<file path="config.mk">
export PLATFORM = sky130hd
export DESIGN_NAME = sum_loader
export DESIGN_NICKNAME = d
export VERILOG_FILES = /design/src/rtl/sum_loader.sv
export SDC_FILE = /design/constraint.sdc
export NUM_CORES = 1
export LEC_CHECK = 0
export CORE_MARGIN = 8
export CORE_UTILIZATION = 45
export CTS_CLUSTER_DIAMETER = 30
export DETAILED_ROUTE_END_ITERATION = 6
export GPL_TIMING_DRIVEN = 1
export PLACE_DENSITY = 0.86
export SYNTH_ARGS = -nofsm -noshare
export SYNTH_HDL_FRONTEND = slang
export SYNTH_SLANG_ARGS = --single-unit
</file>
<file path="constraint.sdc">
create_clock -name clk -period 2.5 [get_ports clk]
set_clock_uncertainty 0.15 [all_clocks]
set_input_delay 0.625 -clock clk [delete_from_list [all_inputs] [get_ports clk]]
set_output_delay 0.625 -clock clk [all_outputs]
set_load 0.02 [all_outputs]
</file>
<file path="src/rtl/sum_loader.sv">
// sum_loader: collects two 32-bit operands from a byte stream (A then B,
// each LSB first), presents them to an external adder for one cycle, and
// holds the registered sum until the consumer acknowledges it.
module sum_loader (
  input  logic        clk,
  input  logic        rst,
  input  logic [7:0]  din,
  input  logic        din_valid,
  input  logic        c_in,
  input  logic        clr,
  input  logic        res_ack,
  output logic [31:0] a,
  output logic [31:0] b,
  output logic        c_out_req,
  input  logic [31:0] s,
  input  logic        c_outfinal,
  output logic [31:0] result,
  output logic        result_cout,
  output logic        result_valid,
  output logic        busy
);

  typedef enum logic [1:0] {LOAD, ADD, DONE} state_t;

  state_t      state_q;
  logic [2:0]  byte_cnt_q;
  logic [31:0] a_q, b_q, res_q;
  logic        cin_q, rcout_q, rvld_q;

  // Byte index inside the current operand, scaled to a bit offset.
  logic [4:0]  bit_ofs;
  assign bit_ofs = {byte_cnt_q[1:0], 3'b000};

  // Sequencer: load eight bytes, one adder cycle, hold result until ack.
  // rst beats clr, and clr beats everything else; clr keeps the last result.
  always_ff @(posedge clk) begin
    if (rst) begin
      state_q    <= LOAD;
      byte_cnt_q <= 3'd0;
      a_q        <= 32'd0;
      b_q        <= 32'd0;
      cin_q      <= 1'b0;
      res_q      <= 32'd0;
      rcout_q    <= 1'b0;
      rvld_q     <= 1'b0;
    end else if (clr) begin
      state_q    <= LOAD;
      byte_cnt_q <= 3'd0;
      a_q        <= 32'd0;
      b_q        <= 32'd0;
      cin_q      <= 1'b0;
      rvld_q     <= 1'b0;
    end else begin
      case (state_q)
        LOAD: begin
          if (din_valid) begin
            if (!byte_cnt_q[2]) a_q[bit_ofs +: 8] <= din;
            else                b_q[bit_ofs +: 8] <= din;
            if (byte_cnt_q == 3'd0) cin_q <= c_in;
            // Counter wraps to 0 naturally after byte 7.
            byte_cnt_q <= byte_cnt_q + 3'd1;
            if (byte_cnt_q == 3'd7) state_q <= ADD;
          end
        end
        ADD: begin
          res_q   <= s;
          rcout_q <= c_outfinal;
          rvld_q  <= 1'b1;
          state_q <= DONE;
        end
        DONE: begin
          if (res_ack) begin
            state_q <= LOAD;
            a_q     <= 32'd0;
            b_q     <= 32'd0;
            cin_q   <= 1'b0;
            rvld_q  <= 1'b0;
          end
        end
        default: state_q <= LOAD;
      endcase
    end
  end

  // Outputs are straight from registers; busy decodes the state only.
  assign a            = a_q;
  assign b            = b_q;
  assign c_out_req    = cin_q;
  assign result       = res_q;
  assign result_cout  = rcout_q;
  assign result_valid = rvld_q;
  assign busy         = (state_q != LOAD);

endmodule

</file>
==> out/results.txt, run 1 <==
Post-synth EDFFs: 0
Final Hold Vio Count: 0
Yosys top cell area share: 0.482
Core ar.: 9280 µm²
Peak Freq: 0.441 GHz
Num CTS Buffers: 9
Hold crit path type: reg -> reg
Post CTS Setup Buffer Count: 0
Vias in the first global route: 3730
Peak supply drop: 0.335 mV
DR vias: 3739
GP Congestion: 0.812
Cell variety after synth: 35
Critical Path AT: 2.40 ns
I/O pin cnt: 147
Fillers: 726
Worst Path Max Fanout: 8
Leakage: 2.44 nW
Layout cells sized above 1: 0.0742
Total power: 3.02 mW
Slew headroom: 0.562
Initial DRT Pass Iterations: 4
Clock-pin slew on the worst setup and hold paths: 0.09 ns
PwrDens: 495 nW/µm²
CTS tree: done
Top cells by area, synth: dfxtp_1 (48%), mux2i_1 (15%), nand2_1 (11%)
Synthesis-stage register bit count: 104
Synth area leader: dfxtp_1
Final wirelength: 12.3 mm
Worst setup EP type: register
Post-layout net count: 643
Mapped Nets: 506
Initial Util: 0.465
Synth cell count leaders: nand2_1 (131), dfxtp_1 (104), mux2i_1 (66), a21oi_1 (34), nand4_1 (32)
Post-CTS sizing: 0
Dominant synthesized flop cell: dfxtp_1
Synth Cell Area: 4320 µm²
Crit path buf inv count: 1
RSZ-0062 raised after global routing: no
Area of the die: 13000 µm²
Worst slew pin tran: 0.657 ns
Top Family by Delay on Critical Path: simple AND/OR/NAND/NOR gates
Antenna violations before repair: 0
# clock sinks: 104
Routed Antenna Nets: 0
GRT Total Usage: 0.186
# setup viols final: 0
Critical-path top delay cell: dfxtp_1
Global-route wire length before repair: 19.2 mm
N_diodes: 0
Final max-slew violation count: 0
Port Buffer Count: 146
CTS Root Cell: clkbuf_8
Post-layout min period: 2.27 ns
Async set-reset flop share out of synthesis: 0
Syn avg cell area: 9.56 µm²
Crit-path cells: inv_1 > ha_1 > nor2b_1 > nand4_1 > mux2i_1
Synthesized instance count: 452
Die Wd: 114 µm
Latest clock arrival within the worst-skew pair: 0.35 ns
DRC errors left: 0
Crit start category: register
Sequential area share after synthesis: 0.482
Worst Path Required: 2.63 ns
FP Rows: 35
Seq. cell area: 2080 µm²
Post-route setup TNS: 0 ns
# hold bufs at CTS: 0
Max-cap violation count: 0
Peak per-stage delay on the critical path: 0.55 ns
Vias/cell: 5.18
Area grow syn2layout: 41.2%
Status: completed
Total overflow reported by the global router: 0
Routed wire length per instance: 17.1 µm
Depth of the CTS H-tree: 3
1st-iter DRT viols: 260
Top-count cell post-synth: nand2_1
Yosys warning total: 0
Largest net degree at the start of global routing: 51
Max clock buf depth: 2
Final HPWL DP: 9.36 mm
Footprint of the multi-input gates: 2040 µm²
CP Class: reg -> reg
Final worst-path cycle share: 0.906
Die height: 114 µm
[worst register-to-register path: stages, from the launching register on]
cell and delay (ns):
dfxtp_1 0.55, inv_1 0.15, ha_1 0.41, nor2b_1 0.53
nand4_1 0.23, mux2i_1 0.18
[layer usage]
layer	GRT usage	routed length, µm
met5	0	0
met2	0.312	5860
met4	0.0701	292
met1	0.211	5010
met3	0.0655	1170
[sequential cells by signal, summed over array words and instances (netlist names)]
register      flops
c_out_req         1
state_q           2
a                32
result_valid      1
result           32
result_cout       1
byte_cnt_q        3
b                32
[area by class of cell]
type / instances / area share
Tap cell: 129 / 0.0265
Clock inverter: 4 / 0.0127
Clock buffer: 11 / 0.0232
Sequential cell: 104 / 0.341
Inverter: 5 / 0.00308
Multi-Input combinational cell: 311 / 0.335
Timing Repair Buffer: 158 / 0.258
[stage by stage]
stage          instance area, µm²  hold WS (ns)  worst slack, ns  utilization  instances
6_report                     6100         0.311            0.235        0.657        722
5_1_grt                      6100         0.329            0.120        0.657        722
4_1_cts                      6100         0.311            0.275        0.657        722
3_5_place_dp                 5880         0.299            0.130        0.634        707
3_3_place_gp                 5880         0.292            0.159        0.634        707
2_1_floorplan                4320         0.383            0.607            -        452
[worst paths after layout]
| path | slack, ns | cells after the start | from | endpoint |
|---|---|---|---|---|
| setup / recovery | 0.23 | 5 | byte_cnt_q[0]$_SDFFE_PP0P_ | a[31]$_SDFFE_PP0P_ |
| hold / removal | 0.31 | 2 | result[10]$_SDFFE_PP0P_ | result[10]$_SDFFE_PP0P_ |
| hold reg to reg | 0.31 | 2 | result[10]$_SDFFE_PP0P_ | result[10]$_SDFFE_PP0P_ |
| setup reg to reg | 0.23 | 5 | byte_cnt_q[0]$_SDFFE_PP0P_ | a[31]$_SDFFE_PP0P_ |
[report_power, final]
part           internal [mW]  leakage (nW)  switching (mW)  total (mW)
Clock                  0.593         0.110           0.559        1.15
Combinational          0.106          1.50          0.0991       0.205
Sequential              1.66         0.838         0.00559        1.67
Total                   2.36          2.44           0.664        3.02
[logic make-up after synthesis]
kind of cell	synth area share
simple gates	0.220
mux	0.153
compound gates	0.0761
flops	0.482
buf+inv	0.0469
xor+xnor	0.00203
fa+ha+maj	0.0203
[cell usage in the layout (no fill, tap or decap), types with 2 or more instances in the layout]
| cell type | n |
|---|---|
| a21oi_4 | 6 |
| ha_1 | 7 |
| dfxtp_1 | 104 |
| nand2b_1 | 2 |
| nand2_1 | 131 |
| mux2i_1 | 66 |
| clkdlybuf4s50_1 | 146 |
| bufinv_16 | 2 |
| o21ai_0 | 2 |
| clkbuf_8 | 10 |
| nand4_1 | 32 |
| buf_12 | 2 |
| nor2_1 | 5 |
| inv_1 | 5 |
| nor3b_4 | 2 |
| buf_4 | 10 |
| a21oi_1 | 34 |
| nor2b_1 | 4 |
Note: power is estimated with default switching activity, not from simulation.
==> inputs of run 2 (changes only) <==
ABC_CLOCK_PERIOD_IN_PS = 2500   (was not set)
==> results of run 2 <==
Same layout as run 1: the final DEF is identical, and so are final timing and power.
==> inputs of run 3 (changes only) <==
CELL_PAD_IN_SITES_DETAIL_PLACEMENT = 1   (was not set)
CELL_PAD_IN_SITES_GLOBAL_PLACEMENT = 2   (was not set)
CORE_UTILIZATION = 27   (was 45)
PLACE_DENSITY = 0.87   (was 0.86)
==> run 3 against run 2 <==
Effect of this change: utilization fell by 26 points; flip-flop and latch count unchanged; worst setup slack got worse by 0.016 ns.
==> out/results.txt, run 3 (synthesized netlist as in run 1, its figures left out) <==
Commonest non-fill, non-tap cell in the layout: clkdlybuf4s50_1
Die height: 143 µm (+25%)
Post-CTS sizing: 0 (unchanged)
Depth of the CTS H-tree: 3 (unchanged)
Max clock buf depth: 2 (unchanged)
Initial DRT Pass Iterations: 4 (unchanged)
Final Hold Vio Count: 0 (unchanged)
CTS Root Cell: clkbuf_16
Post-layout min period: 2.28 ns (+0.0160 ns)
GP Congestion: 0.781 (-3.9%)
CTS tree: done
GRT Total Usage: 0.139 (-0.0464)
# hold bufs at CTS: 0 (unchanged)
Die Wd: 143 µm (+25%)
RSZ-0062 raised after global routing: no
# clock sinks: 104 (unchanged)
Leakage: 2.47 nW (+1.1%)
Hold crit path type: reg -> reg
Routed wire length per instance: 17.8 µm (+4.4%)
FP Rows: 46 (+31%)
Most frequent cells in the layout: clkdlybuf4s50_1 (146), nand2_1 (131), dfxtp_1 (104)
Port Buffer Count: 146 (unchanged)
Placed Cells: 793 (+12%)
Final worst-path cycle share: 0.913 (+0.00640)
1st-iter DRT viols: 119 (-54%)
Worst slew pin tran: 0.719 ns (+0.0624 ns)
Crit path buf inv count: 2 (+1)
Post-layout net count: 642 (-0.16%)
Final Cell Area: 6290 µm² (+3.0%)
Post CTS Setup Buffer Count: 0 (unchanged)
Initial Util: 0.274 (-0.191)
Max-cap violation count: 0 (unchanged)
Final HPWL DP: 10.7 mm (+15%)
PwrDens: 532 nW/µm² (+7.4%)
Critical-path top delay cell: dfxtp_1
Layout cells sized above 1: 0.0694 (-0.00483)
N_diodes: 0 (unchanged)
Routed Antenna Nets: 0 (unchanged)
Clock-pin slew on the worst setup and hold paths: 0.07 ns (-0.02 ns)
Worst setup EP type: register
Latest clock arrival within the worst-skew pair: 0.35 ns (about the same)
Num CTS Buffers: 9 (unchanged)
Crit-path cells: inv_1 > ha_1 > nor4bb_1 > buf_4 > nand4_1 > mux2i_1
Seq. cell area: 2080 µm² (unchanged)
Worst setup margin: 0.219 ns (-0.0160 ns)
Share of the core filled with cells: 0.399 (-0.259)
Largest net degree at the start of global routing: 57 (+12%)
Area of the die: 20300 µm² (+56%)
Worst hold slack: 0.305 ns (-0.00601 ns)
Crit start category: register
Peak supply drop: 0.359 mV (+7.0%)
Top Family by Delay on Critical Path: flip-flops
DR vias: 3730 (-0.24%)
Global-route wire length before repair: 22.0 mm (+15%)
Slew headroom: 0.520 (-0.0416)
Worst Path Max Fanout: 8 (unchanged)
Final max-slew violation count: 0 (unchanged)
Final wirelength: 14.4 mm (+17%)
Vias/cell: 4.62 (-11%)
Total power: 3.35 mW (+11%)
Core ar.: 15800 µm² (+70%)
Antenna violations before repair: 0 (unchanged)
Area grow syn2layout: 45.5%
# setup viols final: 0 (unchanged)
Final non-filler cell total: 807 (+12%)
Fillers: 1820 (+150%)
Total overflow reported by the global router: 0 (unchanged)
Post-route setup TNS: 0 ns (unchanged)
Critical Path AT: 2.40 ns (about the same)
I/O pin cnt: 147 (unchanged)
Peak per-stage delay on the critical path: 0.57 ns (+0.02 ns)
Peak Freq: 0.438 GHz (-0.70%)
WP depth: 6 (+1)
DRC errors left: 0 (unchanged)
Vias in the first global route: 4069 (+9.1%)
Worst Path Required: 2.62 ns (about the same)
Status: completed
Place WS: 0.0941 ns (-0.0360 ns)
Footprint of the multi-input gates: 2040 µm² (unchanged)
Hold depth: 2 (unchanged)
Placed Instance Area: 5980 µm² (+1.7%)
CP Class: reg -> reg
Worst reg2reg path depth: 6 (+1)
[run 3: final timing paths]
check                                   from  slack, ns                      end
hold reg to reg      result[23]$_SDFFE_PP0P_       0.30  result[23]$_SDFFE_PP0P_
setup / recovery  byte_cnt_q[0]$_SDFFE_PP0P_       0.22       b[19]$_SDFFE_PP0P_
setup reg to reg  byte_cnt_q[0]$_SDFFE_PP0P_       0.22       b[19]$_SDFFE_PP0P_
hold / removal       result[23]$_SDFFE_PP0P_       0.30  result[23]$_SDFFE_PP0P_
[run 3: metal layers]
metal / up-vias / track usage / wire, µm
met3: 17 / 0.0450 / 906
met1: 1797 / 0.161 / 6340
li1: 1807 / - / -
met5: - / 0 / 0
met2: 109 / 0.239 / 6920
met4: 0 / 0.0419 / 211
[run 3: area by class of cell]
class / instances / share of cell area
sequential: 104 / 0.331
multi-input combinational: 311 / 0.325
clock buffer: 11 / 0.0370
inverter: 5 / 0.00299
tap: 216 / 0.0430
clock inverter: 3 / 0.0109
timing repair buffer: 157 / 0.250
[run 3: power by group]
part           switching [mW]  internal, mW  leakage, nW
combinational           0.102         0.107         1.49
clock                   0.599         0.869        0.146
sequential            0.00635          1.66        0.838
[run 3: worst reg2reg max path: cells and delay by family (launching register included)]
family | cells | cell delay [ns]
adders and majority gates | 1 | 0.45
buffers and inverters | 2 | 0.38
and+or+nand+nor | 2 | 0.45
muxes | 1 | 0.19
DFF | 1 | 0.57
